## src/rtl/mm_bus_interconnect.sv

```systemverilog
// Memory-mapped interconnect between the picorv32 native port and NUM_SLAVES peripherals.
// Table-driven address decode, registered one-hot select, unmapped/timeout bus errors with sticky capture.
module mm_bus_interconnect #(
  parameter int                       NUM_SLAVES     = 6,
  parameter logic [NUM_SLAVES*32-1:0] SLAVE_BASE     = {NUM_SLAVES{32'h0}},
  parameter logic [NUM_SLAVES*32-1:0] SLAVE_MASK     = {NUM_SLAVES{32'h0}},
  parameter int                       TIMEOUT_CYCLES = 255,
  parameter logic [31:0]              ERROR_DATA     = 32'hdead_beef
) (
  input  logic                       clk,
  input  logic                       reset_n,
  input  logic                       mem_valid,
  input  logic [31:0]                mem_addr,
  input  logic [3:0]                 mem_wstrb,
  output logic                       mem_ready,
  output logic [31:0]                mem_rdata,
  output logic [NUM_SLAVES-1:0]      slave_sel,
  input  logic [NUM_SLAVES-1:0]      slave_ready,
  input  logic [NUM_SLAVES*32-1:0]   slave_data,
  input  logic                       err_clear,
  output logic                       err_irq,
  output logic                       err_valid,
  output logic [1:0]                 err_cause,
  output logic [31:0]                err_addr
);

  localparam int IDX_W = (NUM_SLAVES > 1) ? $clog2(NUM_SLAVES) : 1;
  localparam int TMR_W = $clog2(TIMEOUT_CYCLES + 1);
  localparam logic [TMR_W-1:0] TMR_LAST = TMR_W'(TIMEOUT_CYCLES - 1);
  localparam logic [1:0] CAUSE_UNMAPPED = 2'b01;
  localparam logic [1:0] CAUSE_TIMEOUT  = 2'b10;

  typedef enum logic [1:0] {IDLE, ACTIVE, ERROR} state_t;

  state_t                 state_q, state_d;
  logic [IDX_W-1:0]       idx_q, idx_d;
  logic [NUM_SLAVES-1:0]  sel_q, sel_d;
  logic [TMR_W-1:0]       timer_q, timer_d;
  logic [31:0]            req_addr_q, req_addr_d;
  logic [1:0]             cause_q, cause_d;
  logic                   err_valid_q, err_valid_d;
  logic [1:0]             err_cause_q, err_cause_d;
  logic [31:0]            err_addr_q, err_addr_d;

  logic                   hit;
  logic [IDX_W-1:0]       hit_idx;
  logic                   sel_ready;
  logic [31:0]            sel_data;
  logic                   unused_wstrb;

  // The bus carries no write path of its own; strobes go straight to the slaves.
  assign unused_wstrb = ^mem_wstrb;

  // Scan from the top so the lowest matching slave is the one left standing.
  always_comb begin
    hit     = 1'b0;
    hit_idx = '0;
    for (int i = NUM_SLAVES - 1; i >= 0; i--) begin
      if ((mem_addr & SLAVE_MASK[32*i +: 32]) == SLAVE_BASE[32*i +: 32]) begin
        hit     = 1'b1;
        hit_idx = IDX_W'(i);
      end
    end
  end

  assign sel_ready = slave_ready[idx_q];
  assign sel_data  = slave_data[32*idx_q +: 32];

  always_ff @(posedge clk) begin
    if (!reset_n) begin
      state_q     <= IDLE;
      idx_q       <= '0;
      sel_q       <= '0;
      timer_q     <= '0;
      req_addr_q  <= '0;
      cause_q     <= '0;
      err_valid_q <= 1'b0;
      err_cause_q <= '0;
      err_addr_q  <= '0;
    end else begin
      state_q     <= state_d;
      idx_q       <= idx_d;
      sel_q       <= sel_d;
      timer_q     <= timer_d;
      req_addr_q  <= req_addr_d;
      cause_q     <= cause_d;
      err_valid_q <= err_valid_d;
      err_cause_q <= err_cause_d;
      err_addr_q  <= err_addr_d;
    end
  end

  always_comb begin
    state_d = state_q;
    case (state_q)
      IDLE:    if (mem_valid) state_d = hit ? ACTIVE : ERROR;
      ACTIVE: begin
        if (!mem_valid || sel_ready) state_d = IDLE;
        else if (timer_q == TMR_LAST) state_d = ERROR;
      end
      ERROR:   state_d = IDLE;
      default: state_d = IDLE;
    endcase
  end

  always_comb begin
    idx_d       = idx_q;
    timer_d     = timer_q;
    req_addr_d  = req_addr_q;
    cause_d     = cause_q;
    err_valid_d = err_valid_q;
    err_cause_d = err_cause_q;
    err_addr_d  = err_addr_q;
    case (state_q)
      IDLE: begin
        if (mem_valid) begin
          req_addr_d = mem_addr;
          idx_d      = hit_idx;
          timer_d    = '0;
          cause_d    = CAUSE_UNMAPPED;
        end
      end
      ACTIVE: begin
        if (mem_valid && !sel_ready) begin
          timer_d = timer_q + 1'b1;
          cause_d = CAUSE_TIMEOUT;
        end
      end
      default: ;
    endcase
    sel_d = (state_d == ACTIVE) ? (NUM_SLAVES'(1) << idx_d) : '0;
    // A capture in the error cycle overrides a simultaneous clear.
    if (state_q == ERROR && (!err_valid_q || err_clear)) begin
      err_valid_d = 1'b1;
      err_cause_d = cause_q;
      err_addr_d  = req_addr_q;
    end else if (err_clear) begin
      err_valid_d = 1'b0;
      err_cause_d = '0;
      err_addr_d  = '0;
    end
  end

  always_comb begin
    mem_ready = 1'b0;
    mem_rdata = '0;
    err_irq   = 1'b0;
    case (state_q)
      ACTIVE: begin
        mem_ready = mem_valid & sel_ready;
        mem_rdata = sel_data;
      end
      ERROR: begin
        mem_ready = 1'b1;
        mem_rdata = ERROR_DATA;
        err_irq   = 1'b1;
      end
      default: ;
    endcase
  end

  assign slave_sel = sel_q;
  assign err_valid = err_valid_q;
  assign err_cause = err_cause_q;
  assign err_addr  = err_addr_q;

endmodule

```

## config.mk

```make
export PLATFORM = sky130hd
export DESIGN_NAME = mm_bus_interconnect
export DESIGN_NICKNAME = d
export VERILOG_FILES = /design/src/rtl/mm_bus_interconnect.sv
export SDC_FILE = /design/constraint.sdc
export NUM_CORES = 1
export LEC_CHECK = 0
export ABC_AREA = 1
export BUFFER_PORTS_ARGS = -buffer_cell sky130_fd_sc_hd__buf_2
export CORE_AREA = 2 2 124 126
export CTS_CLUSTER_DIAMETER = 100
export CTS_CLUSTER_SIZE = 24
export DETAILED_ROUTE_END_ITERATION = 10
export DIE_AREA = 0 0 126 128
export PLACE_DENSITY = 0.66
export SLEW_MARGIN = 10
export SYNTH_ARGS = -nofsm -noshare
export SYNTH_HDL_FRONTEND = slang
export SYNTH_SLANG_ARGS = --single-unit
export TNS_END_PERCENT = 30
```

## constraint.sdc

```tcl
create_clock -name clk -period 1.7 [get_ports clk]
set_input_delay 0.34 -clock clk [delete_from_list [all_inputs] [get_ports clk]]
set_output_delay 0.34 -clock clk [all_outputs]
set_load 0.02 [all_outputs]
```

**After elaboration in Yosys (flattened, before gate mapping)**

Cells that the tools add are included.
W data, S select, Z words.

- Register bits: 88
- Input port bits: 238
- Output and inout port bits: 75
- Word-level logic and storage cells: 56

- Add/sub/neg operators: 1
- Magnitude comparators: 1
- Equality and inequality tests: 6
- Shift operators: 2
- Muxes and demuxes: 23
- Bitwise logic cells: 1
- Reduce and logical (&&, ||, !) cells: 13

Operators by type and width:

| cell | number |
|---|---|
| $shiftx A192 B9 Y32 | 1 |
| $mux W32 | 2 |
| $pmux W32 S2 | 1 |
| $mux W8 | 2 |
| $pmux W8 S2 | 1 |
| $mux W2 | 7 |
| $add A8 B1 Y8 const B | 1 |
| $eq A8 B8 Y1 const B | 1 |
| $pmux W2 S2 | 2 |
| $mux W3 | 2 |
| $shl A1 B3 Y6 const A | 1 |
| $eq A2 B1 Y1 const B | 2 |
| $lt A3 B4 Y1 const B | 1 |
| $mux W1 | 4 |
| $ne A2 B2 Y1 const B | 2 |
| $reduce_and A2 Y1 | 2 |
| $reduce_bool A2 Y1 | 2 |
| $bmux W1 S3 | 1 |
| $logic_not A1 Y1 | 3 |
| $reduce_and A3 Y1 | 1 |
| $eq A2 B2 Y1 const B | 1 |
| $logic_and A1 B1 Y1 | 2 |
| $logic_not A2 Y1 | 1 |
| $logic_or A1 B1 Y1 | 2 |
| 2 further kinds | 2 |

**Logic depth before layout (Yosys ltp)**

- Word-level depth: 7
- Mapped depth: 13
- Mapped depth without buffers: 11

**Worst setup path after synthesis**

No wires, ideal clock.

- Kind: reg2out
- Start: register idx_q[0]
- End: output port mem_rdata[0]
- Data arrival time: 1625 ps
- Path slack: -265 ps
- Stages on the path, launching flop included: 9
- Cell sequence: dfxtp_1 > buf_6 > inv_2 > buf_6 > buf_2 > buf_2 > nor2_1 > o21a_1 > o21ai_0

- Word-level cells in the longest chain between the ends: 2

RTL lines:

| element | line | RTL |
|---|---|---|
| start: declaration | 36 | `logic [IDX_W-1:0] idx_q, idx_d;` |
| start signal: assignment | 82 | `idx_q <= idx_d;` |
| $shiftx A192 B9 Y32 | 67 | `assign sel_data = slave_data[32*idx_q +: 32];` |
| $pmux W32 S2 | 148 | `case (state_q)` |
| end: declaration | 16 | `output logic [31:0] mem_rdata,` |

No other way between the ends.

**Final worst setup path**

- Start: register idx_q[0]
- End: output port mem_rdata[8]

Same word-level chain as after synthesis.

==> out/metrics.cfg <==
[route]
wirelength_um=19900
ant_nets=0
drtPass1Iterations=5
dr_total_vias=6506
drc=0
drt_iter0_drc=361
viasPerCell=4.95
routedWlPerCell_um=15.1

[clocking]
clkSinkCount=88
cts_max_level=3
cts_buffer_depth=2
cts_tree=built
numCtsBuffers=9
clock_latency_ns=0.33
hold_buffers=0
root_buffer=clkbuf_16
cts.clk_slew.worst_paths_ns=0.07

[synth]
postSynthCellCount=791
syn_nets=1034
avgSynthCellArea_um2=6.39
yosys_warnings=0
yosysUniqueCellTypes=36
async_flop_share=0
synth_area_mm2=0.00505
synth_seq_cells=88
yosysSeqAreaShare=0.349
synth_ff_type=dfxtp_1
synth_edf_count=0

[final_layout]
seq_area_mm2=0.00177
multi_input_area_mm2=0.00308
finalNetCount=1358
stdcell_area_mm2=0.00804
fill_cells=1521
final_layout_size_suffix_gt1_frac=0.396
area_delta_synth_final_pct=59.0

[critical_path]
crit_type=reg2out
ff2ff_setup_slack_ns=-0.08
crit_path_start_kind=flip-flop
worstReg2RegStart=idx_q[0]
crit_chain=buf_6 > clkbuf_16 > or2_2 > a32oi_2 > nor2_1 > buf_4
ff2ff_path_depth=10
cp_data_required_time_ns=1.36
crit_family=buffers and inverters
cpMaxStageDelayCell=dfxtp_4
r2r-end=slave_sel[1]
worst-path-buf-inv=3
slowest_delay_ns=0.38
critPathArrivalTime_ns=1.75
critPathMaxFanout=14
setup.worst_path.end_class=primary output

[global_route]
grt_max_degree=40
grt_pass1_vias=6031
grtUsageTotal=0.233
antenna_found_initial=8
grt_overflow_total=0
grt_pass1_wl_um=30400

[timing]
clock_skew_ns=0.00849
layout_min_cycle_time_ns=2.09
tightest_slew_ns=0.412
hold_viol_final=0
period_share=1.23
rsz0062_at_grt=yes
setup_viol=44
slew_headroom=0.722
drv_slew=0
finalWorstSetupSlack_ns=-0.385
max_freq_mhz=480

[power_and_ir_drop]
total_power_mw=4.96
ir_drop_v=0.000698
power_density_mw_per_mm2=617
cellLeakagePower_nw=3.85

[die]
start_util=0.340
ioPinCount=313
dieArea_mm2=0.0161
die_x_um=126
rows=45
die_y_um=128
core_mm2=0.0149

[placed_design]
portBuffers=308
placed_cell_area_mm2=0.00727
dpl.hpwl_um=14900
place_congestion=0.961

[status]
outcome=finished, violations left
violations=setup timing

[min_path]
hold_depth=3
min_from=mem_addr[16]
hold_end=req_addr_q[16]
hp-class=in2reg

[job]
max_cap_violations=0

-- how the worst max path moves through the flow --
stage / from / end / slack, ns / cells past startpoint
floorplan: idx_q[0] / mem_rdata[14] / -0.08 / 8
global placement: idx_q[1] / mem_rdata[28] / -0.14 / 7
detailed placement: idx_q[1] / mem_rdata[28] / -0.12 / 7
CTS: idx_q[1] / mem_rdata[16] / -0.38 / 7
global route: idx_q[0] / mem_rdata[11] / -0.47 / 8
finish: idx_q[0] / mem_rdata[8] / -0.39 / 6
-- worst min-delay path: stages --
cell and delay, ns:
buf_2 0.07, o21ai_0 0.07, nor2_1 0.07
-- final cells by class --
| type | instances | share of cell area |
|---|---|---|
| antenna | 7 | 0.00218 |
| clock inverter | 6 | 0.00934 |
| clock buffer | 10 | 0.0297 |
| sequential | 88 | 0.220 |
| inverter | 30 | 0.0156 |
| timing repair buffer | 373 | 0.310 |
| multi-input combinational | 613 | 0.384 |
| tap | 188 | 0.0293 |
-- timing repair --
item | in CTS | in global routing
gates cloned | 1 | 3
resized for setup | 55 | 56
buffers inserted | 1 | 5
pin swaps | 8 | 12
endpoints found under the setup margin | 39 | 71
hold endpoints to repair | 0 | 0
-- layout by cell type, fill, tap and decap left out, types with 7 or more instances in the layout --
cell type	n
diode_2	7
clkbuf_16	12
buf_2	276
o21ai_1	20
o22ai_1	31
nand2_1	126
o21ai_0	109
nand3_1	9
o21ai_2	23
buf_6	22
inv_1	24
dfxtp_1	86
a2bb2oi_1	7
a21oi_1	43
buf_4	51
nor2_1	185
buf_12	16
o21a_1	23
-- per-stage QoR --
stage                     cells  setup TNS [ns]   util  setup slack (ns)  hold WS [ns]
after floorplan             791           -2.09      -           -0.0781         0.440
after global placement     1282           -2.21  0.489            -0.140         0.444
after detailed placement   1282           -2.26  0.489            -0.116         0.452
after CTS                  1300          -11.74  0.522            -0.377         0.249
after global routing       1314          -15.80  0.540            -0.468         0.256
final                      1315          -11.54  0.541            -0.385         0.255
-- logic make-up after synthesis --
| kind of cell | share of synthesized area |
|---|---|
| flops | 0.349 |
| fa+ha+maj | 0.0124 |
| buf+inv | 0.0728 |
| simple gates | 0.265 |
| compound gates | 0.298 |
| xor+xnor | 0.00347 |
-- routing by layer --
layer  vias to the layer above  part of all wire  GRT usage
met4                         2             0.019     0.0776
li1                       3294                 -          -
met1                      2960              0.43      0.294
met3                        29             0.075     0.0563
met2                       221              0.48      0.391
met5                         -           0.00050          0
-- Yosys cell counts (2+ instances only) --
library cell  instances  area (µm²)
buf_1                 5        18.8
xor2_1                2        17.5
a21oi_1              44         220
or2_1                 2        12.5
dfxtp_1              88        1760
a2bb2oi_1             7        61.3
nor2_1              188         706
o22ai_1              32         200
inv_1                24        90.1
o21ai_0             141         706
ha_1                  5        62.6
nand2_1             128         480
or2_2                 2        12.5
o21ai_1              13        65.1
nor3_1                2        10.0
inv_2                 5        18.8
clkbuf_1             41         154
buf_2                11        55.1
o21a_1               23         173
nand2_2               3        18.8
nand3_1               9        45.0
buf_6                 2        22.5
-- power breakdown --
part	switching (mW)	total, mW	leakage, nW	internal (mW)
clock network	0.848	2.05	0.152	1.20
logic	0.367	0.738	2.98	0.371
registers	0.0340	2.17	0.719	2.13
-- state kept, by name, summed over array words and instances, names as in the netlist --
name	flops
cause_q	2
err_addr	32
err_cause	2
err_valid	1
idx_q	3
req_addr_q	32
slave_sel	6
state_q	2
timer_q	8
Note: power is estimated with default switching activity, not from simulation.
